## src/rtl/debounce_array_pkg.sv

```systemverilog
`default_nettype none
// ============================================================================
// Module      : debounce_array_pkg
// Description : Shared width helper and auto-repeat state encoding for the
//               multi-channel debouncer.
// Revision    : 1.0 - initial release
// ============================================================================
package debounce_array_pkg;

  // Auto-repeat state encoding, explicit 2-bit width.
  typedef enum logic [1:0] {
    IDLE  = 2'd0,
    DELAY = 2'd1,
    RATE  = 2'd2
  } rep_state_t;

  // Number of bits needed to hold the value; never less than one bit.
  function automatic int get_width(input int value);
    int w;
    w = 1;
    for (int i = 1; i < 32; i++) begin
      if ((value >> i) != 0) w = i + 1;
    end
    return w;
  endfunction

endpackage : debounce_array_pkg
`default_nettype wire

```

## src/rtl/debounce_channel.sv

```systemverilog
`default_nettype none
// ============================================================================
// Module      : debounce_channel
// Description : One debounced channel: settle counter driven by the shared
//               us tick, press/release pulses and ms-based auto-repeat.
// Revision    : 1.0 - initial release
// ============================================================================
module debounce_channel
  import debounce_array_pkg::*;
#(
  parameter logic INIT         = 1'b0,
  parameter int   JITTER_MAX   = 10000,
  parameter int   REPEAT_DELAY = 500,
  parameter int   REPEAT_RATE  = 100
) (
  input  logic clk,
  input  logic rst,
  input  logic sync,
  input  logic us_tick,
  input  logic ms_tick,
  output logic level,
  output logic press_pulse,
  output logic release_pulse,
  output logic repeat_pulse
);

  localparam int CNT_W = get_width(JITTER_MAX - 1);
  localparam logic [CNT_W-1:0] SETTLE_LAST = CNT_W'(JITTER_MAX - 1);

  localparam int HOLD_MAX = (REPEAT_DELAY > REPEAT_RATE) ? REPEAT_DELAY : REPEAT_RATE;
  localparam int HOLD_W   = get_width(HOLD_MAX);
  // With repeat disabled DELAY_LAST is never compared, so its value is moot.
  localparam logic [HOLD_W-1:0] DELAY_LAST = HOLD_W'(REPEAT_DELAY - 1);
  localparam logic [HOLD_W-1:0] RATE_LAST  = HOLD_W'(REPEAT_RATE - 1);
  localparam bit REPEAT_EN = (REPEAT_DELAY != 0);

  logic [CNT_W-1:0]  settle_cnt;
  logic              pressed;
  rep_state_t        state, state_next;
  logic [HOLD_W-1:0] hold_cnt, hold_next;
  logic              repeat_next;

  assign pressed = (level != INIT);

  // Settle counter: any cycle matching the current level wipes progress.
  always_ff @(posedge clk) begin
    if (rst) begin
      level         <= INIT;
      settle_cnt    <= '0;
      press_pulse   <= 1'b0;
      release_pulse <= 1'b0;
    end else begin
      press_pulse   <= 1'b0;
      release_pulse <= 1'b0;
      if (sync == level) begin
        settle_cnt <= '0;
      end else if (us_tick && (settle_cnt == SETTLE_LAST)) begin
        level      <= sync;
        settle_cnt <= '0;
        if (sync != INIT) press_pulse   <= 1'b1;
        else              release_pulse <= 1'b1;
      end else if (us_tick) begin
        settle_cnt <= settle_cnt + CNT_W'(1);
      end
    end
  end

  // Repeat state register.
  always_ff @(posedge clk) begin
    if (rst) begin
      state        <= IDLE;
      hold_cnt     <= '0;
      repeat_pulse <= 1'b0;
    end else begin
      state        <= state_next;
      hold_cnt     <= hold_next;
      repeat_pulse <= repeat_next;
    end
  end

  // Repeat next-state: the press cycle itself already counts ms ticks,
  // which is why IDLE-while-pressed behaves exactly like DELAY.
  always_comb begin
    state_next  = state;
    hold_next   = hold_cnt;
    repeat_next = 1'b0;
    if (!REPEAT_EN || !pressed) begin
      state_next = IDLE;
      hold_next  = '0;
    end else begin
      case (state)
        IDLE, DELAY: begin
          state_next = DELAY;
          if (ms_tick) begin
            if (hold_cnt == DELAY_LAST) begin
              repeat_next = 1'b1;
              state_next  = RATE;
              hold_next   = '0;
            end else begin
              hold_next = hold_cnt + HOLD_W'(1);
            end
          end
        end
        RATE: begin
          if (ms_tick) begin
            if (hold_cnt == RATE_LAST) begin
              repeat_next = 1'b1;
              hold_next   = '0;
            end else begin
              hold_next = hold_cnt + HOLD_W'(1);
            end
          end
        end
        default: begin
          state_next = IDLE;
          hold_next  = '0;
        end
      endcase
    end
  end

endmodule : debounce_channel
`default_nettype wire

```

## src/rtl/debounce_array.sv

```systemverilog
`default_nettype none
// ============================================================================
// Module      : debounce_array
// Description : Multi-channel debouncer with two-flop synchronisers, a shared
//               us/ms prescaler and per-channel press/release/repeat pulses.
// Revision    : 1.0 - initial release
// ============================================================================
module debounce_array
  import debounce_array_pkg::*;
#(
  parameter int                  CHANNELS     = 16,
  parameter int                  CLK_FREQ     = 100,
  parameter int                  JITTER_MAX   = 10000,
  parameter int                  US_PER_MS    = 1000,
  parameter logic [CHANNELS-1:0] INIT_VALUE   = {CHANNELS{1'b0}},
  parameter int                  REPEAT_DELAY = 500,
  parameter int                  REPEAT_RATE  = 100
) (
  input  logic                clk,
  input  logic                rst,
  input  logic [CHANNELS-1:0] sig_i,
  output logic [CHANNELS-1:0] sig_o,
  output logic [CHANNELS-1:0] press_o,
  output logic [CHANNELS-1:0] release_o,
  output logic [CHANNELS-1:0] repeat_o
);

  localparam int US_W = get_width(CLK_FREQ - 1);
  localparam int MS_W = get_width(US_PER_MS - 1);
  localparam logic [US_W-1:0] US_LAST = US_W'(CLK_FREQ - 1);
  localparam logic [MS_W-1:0] MS_LAST = MS_W'(US_PER_MS - 1);

  if ((JITTER_MAX == 0) || (CLK_FREQ == 0)) begin : g_param_check
    $error("debounce_array: JITTER_MAX and CLK_FREQ must both be non-zero");
  end

  logic [CHANNELS-1:0] sync_meta;
  logic [CHANNELS-1:0] sync;
  logic [US_W-1:0]     us_cnt;
  logic [MS_W-1:0]     ms_cnt;
  logic                us_tick;
  logic                ms_tick;

  // Two-flop synchroniser; resets to the idle level so nothing looks pressed.
  always_ff @(posedge clk) begin
    if (rst) begin
      sync_meta <= INIT_VALUE;
      sync      <= INIT_VALUE;
    end else begin
      sync_meta <= sig_i;
      sync      <= sync_meta;
    end
  end

  // Free-running microsecond prescaler.
  always_ff @(posedge clk) begin
    if (rst)          us_cnt <= '0;
    else if (us_tick) us_cnt <= '0;
    else              us_cnt <= us_cnt + US_W'(1);
  end

  // Millisecond prescaler, advanced only on us ticks.
  always_ff @(posedge clk) begin
    if (rst) begin
      ms_cnt <= '0;
    end else if (us_tick) begin
      if (ms_cnt == MS_LAST) ms_cnt <= '0;
      else                   ms_cnt <= ms_cnt + MS_W'(1);
    end
  end

  assign us_tick = (us_cnt == US_LAST);
  assign ms_tick = us_tick && (ms_cnt == MS_LAST);

  for (genvar i = 0; i < CHANNELS; i++) begin : g_channel
    debounce_channel #(
      .INIT         (INIT_VALUE[i]),
      .JITTER_MAX   (JITTER_MAX),
      .REPEAT_DELAY (REPEAT_DELAY),
      .REPEAT_RATE  (REPEAT_RATE)
    ) u_channel (
      .clk           (clk),
      .rst           (rst),
      .sync          (sync[i]),
      .us_tick       (us_tick),
      .ms_tick       (ms_tick),
      .level         (sig_o[i]),
      .press_pulse   (press_o[i]),
      .release_pulse (release_o[i]),
      .repeat_pulse  (repeat_o[i])
    );
  end

endmodule : debounce_array
`default_nettype wire
```

## config.mk

```make
export PLATFORM = sky130hd
export DESIGN_NAME = debounce_array
export DESIGN_NICKNAME = d
export VERILOG_FILES = /design/src/rtl/debounce_array_pkg.sv /design/src/rtl/debounce_channel.sv /design/src/rtl/debounce_array.sv
export SDC_FILE = /design/constraint.sdc
export NUM_CORES = 1
export LEC_CHECK = 0
export BUFFER_PORTS_ARGS = -buffer_cell sky130_fd_sc_hd__buf_2
export CAP_MARGIN = 20
export CORE_MARGIN = 2
export CORE_UTILIZATION = 25
export DETAILED_ROUTE_END_ITERATION = 8
export SLEW_MARGIN = 20
export SYNTH_ARGS = -nofsm -noshare
export SYNTH_HDL_FRONTEND = slang
export SYNTH_SLANG_ARGS = --single-unit
```

## constraint.sdc

```tcl
create_clock -name clk -period 4.4 [get_ports clk]
set_input_delay 0.66 -clock clk [delete_from_list [all_inputs] [get_ports clk]]
set_output_delay 0.66 -clock clk [all_outputs]
set_load 0.1 [all_outputs]
```

==> results.yml <==
floorplan:
  die_area_um2: 95300
  die_w_um: 309
  die_y_um: 309
  start_util_pct: 25.3
  io_pins: 82
  core_um2: 91800
  rows: 111
grt:
  grt_max_degree: 51
  grt-ovfl-total: 0
  grt_pass1_wl_um: 84200
  grt_pass1_vias: 16780
  grt_util_all_layers_pct: 10.6
  grt_antenna_before_repair: 3
logic_synthesis:
  ys_seq_area_share_pct: 44.2
  async_reset_ff_share_pct: 0
  yosysWarningCount: 0
  ys.flop_type: "dfxtp_1"
  synth-seq-cells: 513
  synth_area_um2: 23200
  syn_avg_cell_area_um2: 8.54
  syn_nets: 2771
  syn_inst: 2719
  synth-edff-count: 0
  synth_cell_types: 68
clocking:
  h-tree-depth: 2
  holdBufCountCts: 0
  clk_path_buf_depth: 3
  cts_buffers: 55
  cts_resized: 0
  cts_root_buf: "clkbuf_16"
  clk_pin_slew_ps: 60
  cts_tree: "yes"
  clock_latency_ps: 610
  cts_sinks: 513
  cts_setup_buffers: 0
routing:
  avgViaCountPerCell: 4.49
  avgRoutedWirePerCell_um: 12.6
  drtIter0Drc: 934
  remaining_drc_errors: 0
  via_count: 17980
  final_antenna_net_count: 0
  wirelength_um: 50400
  drt_first_pass_iters: 5
pwr:
  p_total_uw: 9160
  peakVddDrop_mv: 0.315
  p_per_area_nw_per_um2: 349
  leakagePower_uw: 0.00807
critical_path:
  worstReg2RegStart: "us_cnt[0]$_SDFF_PP0_"
  cp_data_arrival_time_ps: 3400
  crit_fanout: 21
  critPathRequiredTime_ps: 4900
  critical_path_class: "reg -> reg"
  timing.rr.end: "g_channel[1].u_channel.hold_cnt[6]$_SDFFE_PP0P_"
  cp-startpoint: "us_cnt[0]$_SDFF_PP0_"
  r2r_setup_slack_ps: 1500
  start_kind: "register"
  endpoint: "g_channel[1].u_channel.hold_cnt[6]$_SDFFE_PP0P_"
  end_kind: "register"
  ff2ff_path_depth: 8
placement:
  gp_congestion: 0.790
  dp_slack_ps: 1490
  placed_cells: 3907
  io_buffers: 81
  place_area_um2: 24500
  hpwlAfterDp_um: 35000
finish:
  layout.nets: 2774
  final_cell_count_no_fill: 4004
  drive_gt1_share_pct: 7.61
  final_common_cell: "dfxtp_1"
  mostFrequentLayoutCells: "dfxtp_1 (513), nor2_1 (422), nand2_1 (231), xnor2_1 (218), nand3_1 (185)"
  multi_input_area_um2: 12000
  area_delta_synth_final_pct: 12.9
  final_area_um2: 26200
  fill_cells: 9692
  seq_area_um2: 10300
timing:
  min_period_ps: 2900
  fmax_mhz: 345
  slew_headroom_pct: 37.2
  fin_crit_sh_pct: 66.0
  tightest_slew_ps: 933
  fin_ws_ps: 1500
  hold_viol_final: 0
  skew_ps: 31.4
  grt_setup_unrepaired: "false"
  drv_slew: 0
  setup_viol: 0
  tns_ps: 0
hold_path:
  hp-start: "sig_i[1]"
  hold_path_class: "in -> reg"
  worst_hold_path.num_cells: 2
outcome:
  status: "completed"
run:
  drv_cap: 0
## stage by stage
stage / utilization, % / hold slack (ps)
finish: 28.5 / 262
detailed placement: 26.7 / 424
global route: 28.5 / 244
floorplan: - / 414
CTS: 28.5 / 217
global placement: 26.7 / 419
## sequential cells by signal, summed over array words and instances (netlist names)
name and count:
g_channel.u_channel.settle_cnt 224, g_channel.u_channel.hold_cnt 144, g_channel.u_channel.state 32, g_channel.u_channel.level 16, g_channel.u_channel.press_pulse 16, g_channel.u_channel.release_pulse 16, g_channel.u_channel.repeat_pulse 16, sync 16
sync_meta 16, ms_cnt 10, us_cnt 7
## critical path, stage by stage, from the launching register on
cell,delay (ps)
dfxtp_1,340
ha_1,220
and4bb_2,390
nand4_1,510
buf_4,370
buf_4,210
a2111oi_0,500
xnor2_1,180
nor2_1,50
## synth_stat cells, types with 47 or more instances
master / instances / area [µm²]
nor2b_1: 47 / 294
and3_1: 56 / 350
xor2_1: 117 / 1020
dfxtp_1: 513 / 10300
nand4_1: 103 / 644
nor2_1: 423 / 1590
nor3_1: 124 / 621
a21oi_1: 114 / 571
xnor2_1: 218 / 1910
nand2_1: 231 / 867
buf_4: 66 / 495
clkbuf_1: 55 / 206
nand3_1: 185 / 926
## layer usage
metal | up-vias | track usage (%) | part of all wire [%] | wire (µm)
met5 | - | 0 | 0 | 0
met4 | 0 | 3.02 | 2.0 | 1010
met3 | 73 | 2.14 | 4.8 | 2430
met2 | 257 | 16.3 | 43 | 21400
met1 | 8333 | 14.8 | 51 | 25500
li1 | 9317 | - | - | -
## logic make-up (layout without fill, tap and decap cells)
group	count (synthesis)	after routing	share of synthesized area, %
simple gates	1378	1378	29.5
flops	513	513	44.2
xor+xnor	335	335	12.6
compound gates	250	250	6.69
buf+inv	191	232	4.27
fa+ha+maj	34	34	1.83
mux	18	18	0.787
other cells	0	1	0
## layout make-up
type,count,share of cell area [%]
multi-input cells,2015,45.6
repair buffers,100,2.18
inverters,37,0.530
well taps,1243,5.93
diodes,1,0.00955
clock buffers,78,5.97
clock inverters,17,0.554
flip-flops and latches,513,39.2
## worst min path at each step
stage                                           to
after floorplan                 sync[0]$_SDFF_PP0_
after global placement          sync[6]$_SDFF_PP0_
after detailed placement        sync[6]$_SDFF_PP0_
after CTS                  sync_meta[1]$_SDFF_PP0_
after global routing      sync_meta[12]$_SDFF_PP0_
final                      sync_meta[1]$_SDFF_PP0_
## power breakdown
part | internal [µW] | total [µW] | switching [µW] | leakage (µW)
sequential | 4660 | 4670 | 11.8 | 0.00414
combinational | 28.0 | 73.7 | 45.7 | 0.00308
clock | 2520 | 4410 | 1890 | 0.000845
No activity file was read; power rests on OpenSTA's default activity.
